$ cat config.mk
export PLATFORM = sky130hd
export DESIGN_NAME = dmem_arbiter
export DESIGN_NICKNAME = d
export VERILOG_FILES = /design/src/rtl/dmem_arbiter.sv
export SDC_FILE = /design/constraint.sdc
export NUM_CORES = 1
export LEC_CHECK = 0
export ABC_AREA = 0
export CAP_MARGIN = 25
export CORE_MARGIN = 4
export CORE_UTILIZATION = 25
export CTS_CLUSTER_DIAMETER = 30
export CTS_CLUSTER_SIZE = 14
export DETAILED_ROUTE_END_ITERATION = 10
export PLACE_DENSITY_LB_ADDON = 0.05
export SYNTH_ARGS = -nofsm -noshare
export SYNTH_HDL_FRONTEND = slang
export SYNTH_SLANG_ARGS = --single-unit
$ cat constraint.sdc
create_clock -name CLK -period 1.9 [get_ports CLK]
set_input_delay 0.19 -clock CLK [delete_from_list [all_inputs] [get_ports CLK]]
set_output_delay 0.19 -clock CLK [all_outputs]
set_load 0.01 [all_outputs]
$ cat src/rtl/dmem_arbiter.sv
// Arbitrates one single-port data RAM between the CPU load/store port and a debug/loader port.
// The CPU has default priority, a saturating wait counter bounds debug latency, and halt locks the RAM to debug.
module dmem_arbiter #(
  parameter int ADDR_W   = 8,
  parameter int DATA_W   = 8,
  parameter int MAX_WAIT = 4
) (
  input  logic              CLK,
  input  logic              reset,

  input  logic              cpu_req,
  input  logic              cpu_we,
  input  logic [ADDR_W-1:0] cpu_addr,
  input  logic [DATA_W-1:0] cpu_wdata,
  output logic              cpu_gnt,
  output logic              cpu_stall,
  output logic              cpu_rvalid,
  output logic [DATA_W-1:0] cpu_rdata,

  input  logic              dbg_req,
  input  logic              dbg_we,
  input  logic [ADDR_W-1:0] dbg_addr,
  input  logic [DATA_W-1:0] dbg_wdata,
  output logic              dbg_gnt,
  output logic              dbg_rvalid,
  output logic [DATA_W-1:0] dbg_rdata,

  input  logic              dbg_halt,
  output logic              cpu_halted,

  output logic              mem_en,
  output logic              mem_we,
  output logic [ADDR_W-1:0] mem_addr,
  output logic [DATA_W-1:0] mem_wdata,
  input  logic [DATA_W-1:0] mem_rdata
);

  localparam int CNT_W = $clog2(MAX_WAIT + 1);
  localparam logic [CNT_W-1:0] WAIT_SAT = CNT_W'(MAX_WAIT);

  typedef enum logic {
    NORMAL = 1'b0,
    LOCKED = 1'b1
  } state_t;

  state_t           state;
  state_t           state_next;
  logic [CNT_W-1:0] wait_cnt;
  logic             wait_full;
  logic             cpu_gnt_raw;
  logic             dbg_gnt_raw;
  logic             rd_cpu;
  logic             rd_dbg;

  // State register
  always_ff @(posedge CLK or posedge reset) begin
    if (reset) begin
      state <= NORMAL;
    end else begin
      state <= state_next;
    end
  end

  // Next-state logic
  always_comb begin
    state_next = state;
    unique case (state)
      NORMAL: if (dbg_halt)  state_next = LOCKED;
      LOCKED: if (!dbg_halt) state_next = NORMAL;
      default:               state_next = NORMAL;
    endcase
  end

  // State-decoded outputs
  always_comb begin
    cpu_halted = 1'b0;
    if (state == LOCKED) begin
      cpu_halted = 1'b1;
    end
  end

  assign wait_full = (wait_cnt >= WAIT_SAT);

  // Priority decision before reset gating; at most one grant can be set
  always_comb begin
    cpu_gnt_raw = 1'b0;
    dbg_gnt_raw = 1'b0;
    if (state == LOCKED) begin
      dbg_gnt_raw = dbg_req;
    end else if (wait_full) begin
      dbg_gnt_raw = dbg_req;
      cpu_gnt_raw = cpu_req & ~dbg_req;
    end else begin
      cpu_gnt_raw = cpu_req;
      dbg_gnt_raw = dbg_req & ~cpu_req;
    end
  end

  // Registered state below is fed from the ungated grants: those flops are held
  // in reset anyway, so only the visible outputs need the reset gate.
  assign cpu_gnt   = cpu_gnt_raw & ~reset;
  assign dbg_gnt   = dbg_gnt_raw & ~reset;
  assign cpu_stall = cpu_req & ~cpu_gnt;

  // Memory mux, all-zero when idle
  always_comb begin
    mem_en    = 1'b0;
    mem_we    = 1'b0;
    mem_addr  = '0;
    mem_wdata = '0;
    if (cpu_gnt) begin
      mem_en    = 1'b1;
      mem_we    = cpu_we;
      mem_addr  = cpu_addr;
      mem_wdata = cpu_wdata;
    end else if (dbg_gnt) begin
      mem_en    = 1'b1;
      mem_we    = dbg_we;
      mem_addr  = dbg_addr;
      mem_wdata = dbg_wdata;
    end
  end

  // Saturating count of cycles a debug request has been refused
  always_ff @(posedge CLK or posedge reset) begin
    if (reset) begin
      wait_cnt <= '0;
    end else if (dbg_gnt_raw) begin
      wait_cnt <= '0;
    end else if (dbg_req && !wait_full) begin
      wait_cnt <= wait_cnt + 1'b1;
    end
  end

  // Read-owner flags track which port gets the next cycle's mem_rdata
  always_ff @(posedge CLK or posedge reset) begin
    if (reset) begin
      rd_cpu <= 1'b0;
      rd_dbg <= 1'b0;
    end else begin
      rd_cpu <= cpu_gnt_raw & ~cpu_we;
      rd_dbg <= dbg_gnt_raw & ~dbg_we;
    end
  end

  assign cpu_rvalid = rd_cpu;
  assign dbg_rvalid = rd_dbg;
  assign cpu_rdata  = rd_cpu ? mem_rdata : '0;
  assign dbg_rdata  = rd_dbg ? mem_rdata : '0;

endmodule

Word level (Yosys, flattened, before mapping)
Cells that the tools add are included.

cells by class
  add/subtract/negate cells = 1
  order comparisons = 1
  muxes and demuxes = 18
  bitwise gates (word level) = 13
  reduce and logical (&&, ||, !) cells = 3

operators by type and width
  kind                                          number
  2-to-1 mux 8 bit                              6
  2-to-1 mux 1 bit                              10
  bitwise AND 1 bit                             7
  2-to-1 mux 3 bit                              2
  NOT 1 bit                                     6
  adder 3 x 1 -> 3 bit (second input constant)  1
  >= comparator 3 bit (second input constant)   1
  nonzero test 2 bit                            1
  logical AND 1 bit                             1
  zero test 1 bit                               1

word-level totals
  bits in registers = 6
  input bits = 47
  output and inout bits = 40
  logic and storage cells = 40

Logic depth before layout (Yosys ltp)
Gate-level depths: netlist (run 1).

  depth after elaboration = 7
  depth in mapped cells = 4
  gate-level depth less buffers = 4

Worst setup path after synthesis (run 1)
OpenSTA, ideal clock, no wires.

  kind = flip-flop to output port
  start point = register state
  end point = output mem_addr[2]
  data arrival time = 1273 ps
  data required time = 1710 ps
  setup slack = 437 ps
  stages on the path, launching flop included = 5
  buffers on the path = 1
  cells stage by stage = dfrtp_1 > nor3b_2 > nor3b_4 > buf_6 > a22o_1

between the ends
  cells in the longest elaborated chain, start to end = 4
  elaborated cells on any way between the ends = 6
  classes of those cells = mux: 4; bitwise: 2

RTL lines
  element                   RTL line  source
  start: declaration        46        state_t state;
  start signal: assignment  60        state <= state_next;
  2-to-1 mux 1 bit          88        if (state == LOCKED) begin
  bitwise AND 1 bit         102       assign dbg_gnt = dbg_gnt_raw & ~reset;
  net dbg_gnt               24        output logic dbg_gnt,
  2-to-1 mux 8 bit          116       end else if (dbg_gnt) begin
  2-to-1 mux 8 bit          111       if (cpu_gnt) begin
  end: declaration          33        output logic [ADDR_W-1:0] mem_addr,

The timed path passes the listed nets, and every way through them passes these cells.

Worst setup path in the final report (run 1)
  start point = register state
  end point = output mem_wdata[7]

between the ends
  cells in the longest elaborated chain, start to end = 4
  elaborated cells on any way between the ends = 6
  classes of those cells = mux: 4; bitwise: 2

RTL lines
  element               RTL line  source
  2-to-1 mux 1 bit      88
  bitwise AND 1 bit     102
  2-to-1 mux 8 bit      116
  2-to-1 mux 8 bit (*)  111
  end: declaration      34        output logic [DATA_W-1:0] mem_wdata,

Every way passes the cells marked *; elsewhere a longest branch is shown, timed or not.

==> impl_results.md, run 1 <==
- Crit-path most repeated cell: buf_6
- Net count after synthesis: approximately 110
- Post-Syn Area: roughly 590 um^2
- Layout Area Growth over Synthesis: 161.6%
- CTS tree: done
- Startpoint types: flip-flop
- Number of antenna diodes: 0
- Number of hold buffers added after CTS: 0
- Ratio of cells with drive above 1 in the final layout: ~27%
- Final setup viols: 3
- Element type at the critical path end: output port
- First-pass GRT wire length: 4209 um
- CTS sink count: 6
- Via count: just under 900
- Die ar.: 0.003198 mm^2
- Crit-path cells: a2111oi_4 > clkbuf_16 > buf_6 > buf_6 > a22o_1 > buf_2
- Final Power: between 0.5 and 0.6 mW
- Count of buffers from port buffering: 86
- DR DRC count: 0
- RSZ-0062 raised after global routing: yes
- DR vias/cell: about 4.7
- Max Cap Violations: 0
- Tightest Hold Check Type: in2async
- CTS buffer count: 3
- Pre-CTS setup slack: -292.5 ps
- Detail Placement HPWL: roughly 2200 um
- Vias in the first global route: 880
- Pre-antenna DRT Iters: 5
- Worst-path clk slew: around 50 ps
- Routed len/inst: approximately 15 um
- Yosys warning count: 0
- RePlAce Congestion: about 0.79
- Placed cells: about 180
- Htree depth: 1
- Worst EP required: roughly 1700 ps
- Core Area: ~0.0022 mm^2
- Commonest non-fill, non-tap cells in the layout: clkdlybuf4s50_1, a22o_1, buf_2
- Register area: 152.6 um^2
- Final setup margin: -58.59 ps
- Post-Syn Instances: 63
- Hold Fails Final Rpt: 0
- Final WL: between 2000 and 3000 um
- Fmax: 510.6 MHz
- Critical path's largest stage delay: 430 ps
- Synth cell types: 17
- IO Count: 87
- Final Util: 69.02%
- Worst path slowest cell: a2111oi_4
- FILL cells: about 200
- Area fraction of the dominant cell type after synthesis: 25.48%
- CP max FO: 3
- Detail Route Antenna Nets: 0
- Worst-case clock buffer depth: 2
- Area contributors post-synth: dfrtp_1, a22o_1, and2_1, a2111oi_4, ha_1
- Hold Slack: about 330 ps
- Leak: 0.7091 nW
- Post-layout minimum cycle time: ~2000 ps
- WS Path Type: reg2out
- Synth Register Bits: 6
- Congestion Overflow GR: 0
- Slew @ Worst Pin: approximately 360 ps
- Multi-input logic area: 395.4 um^2
- VDD IR max: between 400 and 500 uV
- Max_slew headroom: between 70 and 80%
- Arr. time, crit path: 1770 ps
- Initial antenna violation count: 0
- Register area share after synthesis: 25.48%
- Max Transition Viols Final: 0
- Pin count of the biggest net entering global routing: 20
- Die Width: about 57 um
- Finished Layout Cells: 191
- Clock skew: between 10 and 15 ps
- Floorplan row count: 17
- Post-synth top area cell: dfrtp_1
- Clk root buf: clkbuf_4
- Violated checks: negative setup slack
- Final period utilization: 103.1%
- Syn avg cell area: between 9 and 10 um^2
- Die Y: between 50 and 60 um
- Commonest non-fill, non-tap cell in the layout: clkdlybuf4s50_1
- PwrDens: approximately 350 mW/mm^2
- Initial core utilization: 26.39%
- Reg2Reg Setup Slack: about 500 ps
- Outcome: finished, violations left
- All-Layer GR Usage: roughly 17%
- Fin nets: about 210
- Clock Latency Late Sink: approximately 260 ps
- Initial DRC Count: 11
## layout make-up
cell class,instances,share of cell area (%)
Timing Repair Buffer,101,59.50
Multi-Input combinational cell,48,25.65
Sequential cell,6,9.903
Tap cell,28,2.273
Clock buffer,3,1.461
Inverter,5,1.218
## layer usage
metal / part of all wire, % / GRT usage [%] / vias to the layer above / routed length [um]
li1: - / - / 435 / -
met1: 41 / 18.56 / 402 / 1151
met2: 50 / 31.19 / 53 / 1408
met3: 9.0 / 6.667 / 4 / 256
met4: 0.60 / 5.085 / 0 / 17
met5: 0 / 0 / - / 0
## logic make-up after synthesis
logic type / synth area share, %
adders and majority gates: 4.246
buffers and inverters: 8.491
and+or+nand+nor: 27.81
DFF: 25.48
AOI/OAI and AO/OA: 33.97
## final timing paths
| kind | start | to | depth (start not counted) |
|---|---|---|---|
| worst max-delay path | state | mem_wdata[7] | 6 |
| worst min-delay path | reset | cpu_rvalid | 2 |
| worst max register to register | state | wait_cnt[2] | 7 |
| worst min register to register | wait_cnt[1] | wait_cnt[1] | 2 |
| max in group asynchronous | reset | wait_cnt[2] | 2 |
| min in group CLK | dbg_halt | state | 1 |
## report_power, final
group	switching, mW	total [mW]	internal [mW]
combinational	0.0936	0.269	0.175
clock	0.0535	0.125	0.0719
sequential	0.00707	0.142	0.135
## stage by stage
step	TNS, ps	area, um^2
detailed placement	-5225	1516
CTS	-286.6	1580
global route	-508.5	1541
global placement	-4738	1516
floorplan	0	589.3
finish	-147.1	1541
## cells in the mapped netlist
| cell | n |
|---|---|
| a2111oi_0 | 1 |
| a2111oi_4 | 1 |
| a22o_1 | 17 |
| and2_1 | 16 |
| buf_2 | 1 |
| buf_4 | 2 |
| buf_6 | 1 |
| dfrtp_1 | 6 |
| ha_1 | 2 |
| inv_1 | 5 |
| nand3_1 | 3 |
| nor2_1 | 1 |
| nor3b_1 | 1 |
| nor3b_2 | 1 |
| nor3b_4 | 1 |
| o21ai_0 | 3 |
| or2_2 | 1 |
## critical path, delay by kind of cell, from the launching register on
family                 cells  cell delay, ps
AO/OA/AOI/OAI              2             550
buffers and inverters      4             520
flip-flops                 1             420
## flip-flops by register name, summed over array words and instances (netlist names)
register    count
wait_cnt        3
cpu_rvalid      1
state           1
dbg_rvalid      1
## what timing repair did
| action | CTS | global route |
|---|---|---|
| pin swaps | 6 | 4 |
| resized for setup | 81 | 9 |
| gates cloned | 2 | 0 |
| setup buffers | 8 | 4 |
| endpoints found under the hold margin | 0 | 0 |
| setup endpoints to repair | 21 | 20 |
Power figures use the tool's default switching activity.
==> run 2, diff against run 1 <==
ABC_CLOCK_PERIOD_IN_PS = 1900   (was not set)
CORE_ASPECT_RATIO = 1.5   (was not set)
==> run 2 against run 1 <==
  * The run still ends with negative setup slack left
  * Clock-buffer cell count unchanged
  * Worst setup slack better by 14 ps
  * First-iteration DRC count shrank 82%
  * Critical path depth unchanged
  * Register-to-register slack improved by 260 ps
  * Worst hold slack got worse by 210 ps
  * Routed wire length down 7.3%
  * Combinational power about the same
  * Critical path type unchanged
  * Largest power group unchanged
==> impl_results.md, run 2 (synthesis results as in run 1) <==
- Register area: 152.6 um^2 (unchanged)
- Die Width: 47.64 um (-16%)
- Final WL: 2626 um (-7.3%)
- Die Y: 67.47 um (+19%)
- First-pass GRT wire length: 3843 um (-8.7%)
- Clock skew: 5.357 ps (-8.826 ps)
- Via count: 918 (+2.7%)
- Outcome: finished, violations left
- Htree depth: 1 (unchanged)
- Crit-path cells: nor3b_4 > nor3b_4 > buf_4 > buf_4 > or2_2 > buf_2
- CTS tree: done
- Detail Route Antenna Nets: 0 (unchanged)
- Final setup viols: 3 (unchanged)
- RSZ-0062 raised after global routing: yes
- VDD IR max: 203.5 uV (-54%)
- Element type at the critical path end: output port
- Top reg by flops: wait_cnt
- DR DRC count: 0 (unchanged)
- Commonest non-fill, non-tap cell in the layout: clkdlybuf4s50_1
- Finished Layout Cells: 188 (-1.6%)
- CTS buffer count: 3 (unchanged)
- Initial antenna violation count: 0 (unchanged)
- Congestion Overflow GR: 0 (unchanged)
- IO Count: 87 (unchanged)
- Final period utilization: 102.4% (-0.73 points)
- Worst-path clk slew: 50 ps (about the same)
- Initial DRC Count: 2 (-9)
- Post-layout minimum cycle time: 1945 ps (-13.78 ps)
- WS Path Type: reg2out
- FILL cells: 202 (+1.5%)
- Count of buffers from port buffering: 86 (unchanged)
- Startpoint types: flip-flop
- Multi-input logic area: 395.4 um^2 (unchanged)
- Placed cells: 176 (-1.1%)
- Commonest non-fill, non-tap cells in the layout: clkdlybuf4s50_1, buf_2, a22o_1
- Arr. time, crit path: 1750 ps (-20 ps)
- Number of hold buffers added after CTS: 0 (unchanged)
- Leak: 0.7271 nW (+2.5%)
- Hold Slack: 115.9 ps (-209.8 ps)
- Max reg flops: 3 (unchanged)
- Ratio of cells with drive above 1 in the final layout: 27.88% (+0.88 points)
- Pin count of the biggest net entering global routing: 11 (-45%)
- Worst EP required: 1710 ps (about the same)
- Number of antenna diodes: 0 (unchanged)
- Tightest Hold Check Type: in2async
- Clk root buf: clkbuf_4
- All-Layer GR Usage: 16.45% (-0.91 points)
- Max Cap Violations: 0 (unchanged)
- Final setup margin: -44.80 ps (+13.78 ps)
- Die ar.: 0.003214 mm^2 (+0.50%)
- Critical path's largest stage delay: 440 ps (about the same)
- Worst-case clock buffer depth: 2 (unchanged)
- TNS Setup: -131.6 ps (+15.47 ps)
- RePlAce Congestion: 0.6432 (-19%)
- PwrDens: 345.1 mW/mm^2 (-0.71%)
- Slew @ Worst Pin: 379.3 ps (+22.01 ps)
- Hold Fails Final Rpt: 0 (unchanged)
- CP max FO: 8 (+5)
- Max_slew headroom: 74.06% (-1.5 points)
- Violated checks: negative setup slack
- Fin nets: 216 (+0.93%)
- Vias in the first global route: 921 (+4.7%)
- Routed len/inst: 13.97 um (-5.9%)
- Floorplan row count: 21 (+4)
- Pre-antenna DRT Iters: 4 (-1)
- Fmax: 514.2 MHz (+0.71%)
- Pre-CTS setup slack: -286.5 ps (+6.044 ps)
- Clock Latency Late Sink: 250 ps (about the same)
- Core Area: 0.002233 mm^2 (unchanged)
- Worst path slowest cell: dfrtp_2
- Layout Area Growth over Synthesis: 162.2%
- CTS sink count: 6 (unchanged)
- DR vias/cell: 4.883 (+4.3%)
- Max Transition Viols Final: 0 (unchanged)
- Reg2Reg Setup Slack: 750 ps (+260 ps)
- Initial core utilization: 26.39% (unchanged)
- Detail Placement HPWL: 2149 um (-2.5%)
## run 2: cell types whose count changed in the layout (fill, tap and decap cells not counted), sizes merged
cell           before  now
dlygate4sd2         2    4
clkdlybuf4s50      63   62
clkdlybuf4s15       1    0
clkbuf              5    4
buf                32   35
## run 2: where the power goes
part           internal (mW)  leakage [nW]  switching (mW)
Clock                 0.0719        0.0138          0.0520
Sequential             0.134        0.0765         0.00739
Combinational          0.176         0.637          0.0919
## run 2: worst max-delay path, delay by kind of cell, from the launching register on
family	cells	cell delay [ps]
DFF	1	440
buffers and inverters	3	440
and+or+nand+nor	3	620
## run 2: area by class of cell
cell class	instances	share of cell area (%)
clock buffer	3	1.457
tap	23	1.862
multi-input combinational	48	25.59
inverter	5	1.215
sequential	6	9.879
timing repair buffer	103	60.00
## run 2: per-stage QoR
| stage | utilization, % | instance area [um^2] | power [mW] |
|---|---|---|---|
| after floorplan | - | 589.3 | 0.2254 |
| after global placement | 68.07 | 1520 | 0.4173 |
| after detailed placement | 68.07 | 1520 | 0.4227 |
| after CTS | 71.15 | 1589 | 0.5450 |
| after global routing | 69.19 | 1545 | 0.5660 |
| final | 69.19 | 1545 | 0.5333 |
## run 2: timing repair
action / 4_1_cts / 5_1_grt
gates resized for setup: 86 / 5
endpoints found under the setup margin: 21 / 13
setup buffers: 9 / 1
pin swaps: 8 / 1
gates cloned: 1 / 0
## run 2: per-layer routing
layer / track usage (%) / up-vias / part of all wire [%]
met5: 0 / - / 0
met4: 7.071 / 0 / 2.4
met3: 6.133 / 6 / 12
met2: 30.70 / 60 / 54
met1: 14.81 / 417 / 31
li1: - / 435 / -
## run 2: final timing paths
kind / from / end / cells after the start
setup reg to reg: state / wait_cnt[2] / 4
max in group asynchronous: reset / state / 2
hold / removal: reset / wait_cnt[1] / 2
hold reg to reg: wait_cnt[1] / wait_cnt[1] / 2
setup / recovery: state / mem_en / 6
min in group CLK: dbg_halt / state / 1
